$ cat config.mk
export PLATFORM = sky130hd
export DESIGN_NAME = hex_display_driver
export DESIGN_NICKNAME = d
export VERILOG_FILES = /design/src/rtl/hex_display_pkg.sv /design/src/rtl/hex_display_driver_seg7_decode.sv /design/src/rtl/hex_display_driver.sv
export SDC_FILE = /design/constraint.sdc
export NUM_CORES = 1
export LEC_CHECK = 0
export ABC_AREA = 1
export CAP_MARGIN = 20
export CORE_ASPECT_RATIO = 0.8
export CORE_MARGIN = 2
export CORE_UTILIZATION = 45
export CTS_BUF_LIST = sky130_fd_sc_hd__clkbuf_4
export CTS_CLUSTER_SIZE = 28
export DETAILED_ROUTE_END_ITERATION = 8
export GPL_ROUTABILITY_DRIVEN = 0
export PLACE_DENSITY_LB_ADDON = 0.12
export SLEW_MARGIN = 20
export SYNTH_ARGS = -nofsm -noshare
export SYNTH_HDL_FRONTEND = slang
export SYNTH_SLANG_ARGS = --single-unit
$ cat constraint.sdc
create_clock -name CLOCK_50 -period 1.93 [get_ports CLOCK_50]
set_clock_uncertainty 0.05 [all_clocks]
set_input_delay 0.579 -clock CLOCK_50 [delete_from_list [all_inputs] [get_ports CLOCK_50]]
set_output_delay 0.579 -clock CLOCK_50 [all_outputs]
set_load 0.005 [all_outputs]
$ cat src/rtl/hex_display_pkg.sv
// Shared types and segment constants for hex_display_driver (active-low, a..g on bits 0..6).
package hex_display_pkg;

    typedef enum logic [1:0] {
        IDLE,
        SETTLE,
        COMMIT
    } state_t;

    localparam logic [31:0] BLANK_CODE = 32'd10;
    localparam logic [6:0]  SEG_OFF    = 7'h7F;
    localparam logic [6:0]  SEG_DASH   = 7'b0111111;

    // Index n holds the glyph for digit n.
    localparam logic [9:0][6:0] GLYPHS = {
        7'b0010000,  // 9
        7'b0000000,  // 8
        7'b1111000,  // 7
        7'b0000010,  // 6
        7'b0010010,  // 5
        7'b0011001,  // 4
        7'b0110000,  // 3
        7'b0100100,  // 2
        7'b1111001,  // 1
        7'b1000000   // 0
    };

endpackage

$ cat src/rtl/hex_display_driver_seg7_decode.sv
// Combinational digit-code to active-low seven-segment decoder: 0-9 digit, 10 blank, else dash.
module seg7_decode
    import hex_display_pkg::*;
(
    input  logic [31:0] i_code,
    output logic [6:0]  o_seg
);

    always_comb begin
        // NOTE: default assignment first so every path drives o_seg and no latch is inferred.
        o_seg = SEG_DASH;
        if (i_code < 32'd10) begin
            o_seg = GLYPHS[i_code[3:0]];
        end else if (i_code == BLANK_CODE) begin
            o_seg = SEG_OFF;
        end
    end

endmodule

$ cat src/rtl/hex_display_driver.sv
// Debounced six-digit seven-segment driver; codes commit after STABLE_CYCLES of stability.
// Optional per-digit blinking is built only when HEX_BLINK_EN is defined.
module hex_display_driver
    import hex_display_pkg::*;
#(
    parameter int STABLE_CYCLES = 16,
    parameter int BLINK_DIV     = 25_000_000
) (
    input  logic        CLOCK_50,
    input  logic        reset_n,
    input  logic [31:0] num0,
    input  logic [31:0] num1,
    input  logic [31:0] num2,
    input  logic [31:0] num3,
    input  logic [31:0] num4,
    input  logic [31:0] num5,
    input  logic [5:0]  blink_mask,
    output logic [6:0]  HEX0,
    output logic [6:0]  HEX1,
    output logic [6:0]  HEX2,
    output logic [6:0]  HEX3,
    output logic [6:0]  HEX4,
    output logic [6:0]  HEX5,
    output logic        updated
);

    localparam int             CW       = $clog2(STABLE_CYCLES + 1);
    localparam logic [CW-1:0]  CNT_LAST = CW'(STABLE_CYCLES - 1);

    logic [5:0][31:0] w_num;
    logic [5:0][31:0] r_snap;
    logic [5:0][31:0] r_cur;
    logic [CW-1:0]    r_cnt;
    state_t           r_state;
    logic             r_updated;
    logic [5:0][6:0]  w_glyph;
    logic [5:0][6:0]  r_hex;
    logic [5:0]       w_blank;

    assign w_num = {num5, num4, num3, num2, num1, num0};

    always_ff @(posedge CLOCK_50 or negedge reset_n) begin
        if (!reset_n) begin
            r_state   <= IDLE;
            r_cnt     <= '0;
            r_snap    <= {6{BLANK_CODE}};
            r_cur     <= {6{BLANK_CODE}};
            r_updated <= 1'b0;
        end else begin
            // NOTE: non-blocking assignments so every register samples pre-edge values.
            r_updated <= 1'b0;
            case (r_state)
                IDLE: begin
                    if (w_num != r_cur) begin
                        r_snap  <= w_num;
                        r_cnt   <= '0;
                        r_state <= SETTLE;
                    end
                end
                SETTLE: begin
                    if (w_num == r_cur) begin
                        r_state <= IDLE;
                    end else if (w_num != r_snap) begin
                        r_snap <= w_num;
                        r_cnt  <= '0;
                    end else if (r_cnt == CNT_LAST) begin
                        r_state <= COMMIT;
                    end else begin
                        r_cnt <= r_cnt + CW'(1);
                    end
                end
                COMMIT: begin
                    // Inputs are not looked at here; IDLE catches any difference next cycle.
                    r_cur     <= r_snap;
                    r_updated <= 1'b1;
                    r_state   <= IDLE;
                end
                default: r_state <= IDLE;
            endcase
        end
    end

    for (genvar g = 0; g < 6; g++) begin : g_dec
        seg7_decode u_dec (
            .i_code (r_cur[g]),
            .o_seg  (w_glyph[g])
        );
    end

`ifdef HEX_BLINK_EN
    localparam int            BW         = (BLINK_DIV > 1) ? $clog2(BLINK_DIV) : 1;
    localparam logic [BW-1:0] BLINK_LAST = BW'(BLINK_DIV - 1);

    logic [BW-1:0] r_blink_cnt;
    logic          r_phase;

    always_ff @(posedge CLOCK_50 or negedge reset_n) begin
        if (!reset_n) begin
            r_blink_cnt <= '0;
            r_phase     <= 1'b0;
        end else if (r_blink_cnt == BLINK_LAST) begin
            r_blink_cnt <= '0;
            r_phase     <= ~r_phase;
        end else begin
            r_blink_cnt <= r_blink_cnt + BW'(1);
        end
    end

    assign w_blank = r_phase ? blink_mask : 6'b0;
`else
    logic w_unused_mask;
    assign w_unused_mask = ^blink_mask;
    assign w_blank       = 6'b0;
`endif

    always_ff @(posedge CLOCK_50 or negedge reset_n) begin
        if (!reset_n) begin
            r_hex <= {6{SEG_OFF}};
        end else begin
            for (int i = 0; i < 6; i++) begin
                r_hex[i] <= w_blank[i] ? SEG_OFF : w_glyph[i];
            end
        end
    end

    assign HEX0    = r_hex[0];
    assign HEX1    = r_hex[1];
    assign HEX2    = r_hex[2];
    assign HEX3    = r_hex[3];
    assign HEX4    = r_hex[4];
    assign HEX5    = r_hex[5];
    assign updated = r_updated;

endmodule

=== After elaboration in Yosys (flattened, before gate mapping) ===
Memories as Yosys holds them, arrays and structs flattened.
Index checks and enable logic that the tools add are counted.

* Latch bits: 0
* Logic and storage cells: 96
* Output and inout bits: 43
* Memory bits (writable): 0
* Memory bits (read-only): 672
* Bits in registers: 434
* Memories kept: 6
* Bits of input ports: 200

* Bitwise operators: 0
* Div/mod/pow operators: 0
* Shifts and indexed selects: 0
* Equal/unequal tests: 18
* Reduce and logical (&&, ||, !) cells: 5
* Add/sub/neg operators: 1
* Multiply operators: 0
* Multiplexer cells: 33
* Order comparisons: 12

{| class="wikitable"
|+ Memory list
! memory !! words !! bits a word !! read ports !! clocked after memory_dff !! wr ports !! line !! RTL
|-
| (no name shown) || 16 || 7 || 1 || 0 || 0 || hex_display_driver_seg7_decode.sv:13 || <nowiki>o_seg = GLYPHS[i_code[3:0]];</nowiki>
|-
| (no name shown) || 16 || 7 || 1 || 0 || 0 || hex_display_driver_seg7_decode.sv:13 ||
|-
| (no name shown) || 16 || 7 || 1 || 0 || 0 || hex_display_driver_seg7_decode.sv:13 ||
|-
| (no name shown) || 16 || 7 || 1 || 0 || 0 || hex_display_driver_seg7_decode.sv:13 ||
|-
| (no name shown) || 16 || 7 || 1 || 0 || 0 || hex_display_driver_seg7_decode.sv:13 ||
|-
| (no name shown) || 16 || 7 || 1 || 0 || 0 || hex_display_driver_seg7_decode.sv:13 ||
|}

{| class="wikitable"
|+ Operators with widths
! operator !! count
|-
| $mux W192 || 3
|-
| $ne A192 B192 Y1 || 2
|-
| $pmux W192 S2 || 1
|-
| $eq A192 B192 Y1 || 1
|-
| $eq A32 B4 Y1 const B || 6
|-
| $lt A32 B4 Y1 const B || 6
|-
| $mux W7 || 18
|-
| $lt A4 B5 Y1 const B || 6
|-
| $mux W5 || 4
|-
| $pmux W5 S2 || 1
|-
| $ne A3 B3 Y1 const B || 3
|-
| $mux W2 || 4
|-
| $reduce_and A4 Y1 || 2
|-
| $ne A2 B2 Y1 const B || 3
|-
| $add A5 B1 Y5 const B || 1
|-
| $eq A5 B4 Y1 const B || 1
|-
| $pmux W2 S2 || 1
|-
| $reduce_and A3 Y1 || 1
|-
| $eq A2 B1 Y1 const B || 1
|-
| $eq A2 B2 Y1 const B || 1
|-
| $logic_not A2 Y1 || 1
|-
| $reduce_bool A2 Y1 || 1
|-
| $mux W1 || 1
|}

=== Logic depth before layout (Yosys ltp) ===
* Depth in word-level cells: 5
* Gate-level depth with buffers: 16
* Depth with buffers taken out: 15

=== By module ===
Synthesis repeated with hierarchy kept, for this count alone.

* Cells, all modules: 3497
* Area, all modules: 24778.8 sq um

{| class="wikitable"
|+ Modules (own cells, without submodules)
! module !! area an instance (sq um) !! instances !! cells each !! sequential area each (sq um)
|-
| hex_display_driver || 22751.8 || 1 || 3077 || 10943.0
|-
| seg7_decode || 337.8 || 6 || 70 || 0.0
|}

=== Least setup slack after synthesis ===
OpenSTA, ideal clock, no wires.

* Kind: input to register
* Start point: input num2[0]
* End point: register r_snap[19] (netlist bit)
* Data arrival time: 1842 ps
* Library setup time: 122 ps
* Data required time: 1758 ps
* Slack: -84 ps
* Cell stages on the path: 15
* Path buffers: 2
* Path through: inv_1 -> nand2_1 -> nand2_1 -> nor2_1 -> nand2_1 -> nor2_1 -> nand2_1 -> nor2_1 -> nand2_1 -> nor2_2 -> nand2_2 -> nand3_2 -> buf_4 -> buf_2 -> o21ai_1

* Cells in the longest elaborated chain, start to end: 3
* Elaborated cells between the ends (all ways): 7
* Those cells by class: eq/ne (6); reduce/logical (1)

{| class="wikitable"
|+ RTL lines
! item !! line !! RTL
|-
| start: declaration || hex_display_driver.sv:13 || <nowiki>input logic [31:0] num2,</nowiki>
|-
| $ne A192 B192 Y1, or another cell as far along || hex_display_driver.sv:63 || <nowiki>end else if (w_num != r_snap) begin</nowiki>
|-
| $ne A2 B2 Y1 (no line) || -- ||
|-
| $reduce_and A4 Y1 (no line) * || -- ||
|-
| end signal: assignment || hex_display_driver.sv:46 || <nowiki>r_snap <= {6{BLANK_CODE}};</nowiki>
|-
| end signal: assignment || hex_display_driver.sv:55 || <nowiki>r_snap <= w_num;</nowiki>
|-
| end signal: assignment || hex_display_driver.sv:64 || <nowiki>r_snap <= w_num;</nowiki>
|-
| end: declaration || hex_display_driver.sv:31 || <nowiki>logic [5:0][31:0] r_snap;</nowiki>
|}

Mark *: on every way between the ends. The rest lies on a longest branch, timed or not.
A chain may end at the register's enable or synchronous reset.

=== Final worst setup path ===
* Start point: register r_snap[75] (netlist bit)
* End point: register r_snap[51] (netlist bit)

* Cells in the longest elaborated chain, start to end: 3

{| class="wikitable"
|+ RTL lines
! item !! line
|-
| $ne A192 B192 Y1 || hex_display_driver.sv:63
|-
| $ne A2 B2 Y1 (no line) || --
|-
| $reduce_and A4 Y1 (no line) || --
|}

No other way between the ends.

==> results by group <==
Outcome
  • Status: finished with violations
  • Failing checks: negative setup slack

Logic synthesis
  • Mapped Cells: 3012
  • Flop and latch count out of synthesis: 434
  • Synth warn: 0
  • Netlist Area Pre-Place: between 20000 and 25000 um^2
  • Post-synth EDFFs: 0
  • Post-synth ARST share: 1.000
  • Main synth FF type: dfrtp_1
  • Distinct cell type count after synthesis: 33
  • Mean Syn Cell Area: approximately 7.6 um^2
  • Seq/Total Area, Yosys: 0.4779
  • Synthesized Nets: 3244

Detailed routing
  • DRC: 0
  • Pre-antenna DRT Iters: 6
  • Drt total wl: 85600 um
  • Avg WL per Cell: 18.33 um
  • DR vias: 23781
  • Initial drt markers: between 2000 and 2500
  • Final ANT Viol Nets: 0
  • Vias per cell: 5.093

Cells and area
  • Final cell count without fillers: 4669
  • Fill count: 4148
  • Post-layout util: 0.6745
  • Final net count: 4121
  • Most frequent cells in the layout: nand2_1 (1054), buf_4 (526), dfrtp_1 (368), inv_1 (246), o21ai_0 (206)
  • Area grow syn2layout: 47.17%
  • Final Instance Area: 33700 um^2
  • Share of layout cells above drive strength 1: 0.3033
  • Commonest non-fill, non-tap cell in the layout: nand2_1

Worst setup path
  • CP peak stage delay: 0.41 ns
  • CP Capture Type: flop
  • Required time worst endpoint: 2.63 ns
  • Worst setup path start: r_snap[75]$_DFFE_PN0P_
  • CP cell instances: inv_2, nand2_1, nand4_1, nor2_2, nand2_1, nor2_1, nand3_1, nor2_2, nand2_2, nand3_4, buf_12, clkbuf_16, o21ai_2
  • Worst setup SP type: flop
  • Worst Setup Path Type: flop to flop
  • Worst flop-to-flop path startpoint: r_snap[75]$_DFFE_PN0P_
  • Crit Path Max Fanout: 8
  • Crit path DAT: roughly 3.2 ns
  • Flop2flop setup slack: -0.56 ns
  • Slowest stage cell, crit path: dfrtp_1

Clocking
  • Clk buf depth: 3
  • TritonCTS clock tree: done
  • Worst skew pair latency: ~0.9 ns
  • Num Clock Sinks: 434
  • CTS buffer count: between 100 and 150
  • H-tree depth: 3
  • Root Buffer: clkbuf_4
  • Clock slew at reported path FFs: 0.08 ns

Timing
  • Setup ws final: -0.5599 ns
  • Unrepaired setup endpoints after global routing: yes
  • Endpoints failing setup: 243
  • Measured slew at the worst slew-check pin: 0.5367 ns
  • Final Hold Vio Count: 0
  • F_max: 401.6 MHz
  • Max-slew violations: 0
  • Slew headroom: 0.6376
  • Crit share post-route: 1.290
  • Fin crit period: 2.490 ns

Floorplan
  • Die Span X: 256.2 um
  • # IOs: 243
  • Starting Density: 0.4583
  • Die area: roughly 53000 um^2
  • Die height: approximately 210 um
  • Total core area: 49960 um^2
  • Std cell rows: 73

Placed design
  • Placed cell areas: about 30000 um^2
  • Setup WS pre-CTS: -1.280 ns
  • Port bufs: about 240
  • Placed cell count: approximately 4400
  • Dpl hpwl: 62500 um

Global route
  • Vias in the first global route: approximately 23000
  • Congestion Overflow GR: 0
  • First-pass GRT wire length: approximately 130000 um
  • Initial antenna violation count: 3
  • Total GRT Usage: 0.3118
  • Largest net degree at the start of global routing: 74

Pwr
  • PD cells: 618.3 nW/um^2
  • Pleak: 16.91 nW
  • Worst VDD drop: 0.3935 mV

Hold path
  • Hold Crit Class: input pin to async pin

Job
  • Maxcap violations: 0
## report_power, final
group / switching [mW] / total, mW / internal (mW)
combinational: 1.51 / 2.81 / 1.30
clock: 4.13 / 8.53 / 4.40
sequential: 0.179 / 9.49 / 9.32
## area by class of cell
class	count	area, um^2	area share
multi-input combinational	2159	11130	0.3303
sequential	434	10940	0.3247
timing repair buffer	847	7985	0.2370
clock buffer	189	1419	0.04211
inverter	332	1254	0.03720
tap	675	844.6	0.02506
clock inverter	28	110.1	0.003268
antenna	5	12.51	0.0003713
## kinds of logic after synthesis
| kind of cell | Yosys count | share of synthesized area |
|---|---|---|
| fa+ha+maj | 32 | 0.01749 |
| compound gates | 418 | 0.09497 |
| simple gates | 1512 | 0.2605 |
| flops | 434 | 0.4779 |
| buf+inv | 420 | 0.07415 |
| xor+xnor | 196 | 0.07497 |
## through the flow
stage          hold slack, ns  power [mW]  TNS [ns]
2_1_floorplan          0.2334       10.48    -2.622
3_3_place_gp           0.4120       12.27   -234.48
3_5_place_dp           0.4153       12.32   -240.40
4_1_cts               0.07280       20.85    -97.52
5_1_grt               0.07504       21.71   -124.39
6_report               0.1176       20.84   -105.13
## flip-flops by register name, summed over array words and instances (netlist names)
register and cells:
HEX4 7, r_state 2, r_snap 192, HEX3 7, HEX2 7, updated 1, HEX1 7, HEX5 7
r_cur 192, r_cnt 5, HEX0 7
## cells in the mapped netlist (32+ instances only)
cell type / instances / area, um^2
dfrtp_1: 368 / 9209
o21ai_0: 222 / 1111
xnor2_1: 194 / 1699
inv_2: 80 / 300.3
nor2_1: 219 / 822.0
nand2_1: 1136 / 4264
clkbuf_1: 49 / 183.9
o21ai_1: 158 / 790.8
dfstp_2: 66 / 1734
inv_1: 251 / 942.2
ha_1: 32 / 400.4
nand3_1: 80 / 400.4
## path summary, 6_finish.rpt
path,to,cells after the start
worst min-delay path,r_cur[91]$_DFFE_PN0P_,2
worst min register to register,r_snap[71]$_DFFE_PN0P_,2
max in group asynchronous,r_cur[14]$_DFFE_PN0P_,4
worst max-delay path,r_snap[51]$_DFFE_PN0P_,13
min in group CLOCK_50,r_snap[190]$_DFFE_PN0P_,3
worst max register to register,r_snap[51]$_DFFE_PN0P_,13
## worst max-delay path, delay by kind of cell (launching register included)
| kind | cells | cell delay [ns] |
|---|---|---|
| compound gates | 1 | 0.05 |
| buf+inv | 3 | 0.42 |
| flops | 1 | 0.41 |
| simple gates | 9 | 1.38 |
## repair_timing
action / in CTS / in global routing
gates resized for setup: 238 / 234
setup endpoints to repair: 255 / 259
pin swaps: 5 / 40
endpoints found under the hold margin: 273 / 0
cloned: 4 / 23
buffers inserted: 5 / 5
hold buffers: 1 / 0
## metal layers
metal  routed length (um)  GRT usage  up-vias
met1                37250     0.4329    11361
met2                38530     0.4877      999
met3                 7108    0.06319      161
li1                     -          -    11260
met4                 2710     0.1071        0
met5                    0          0        -
Power figures use the tool's default switching activity.
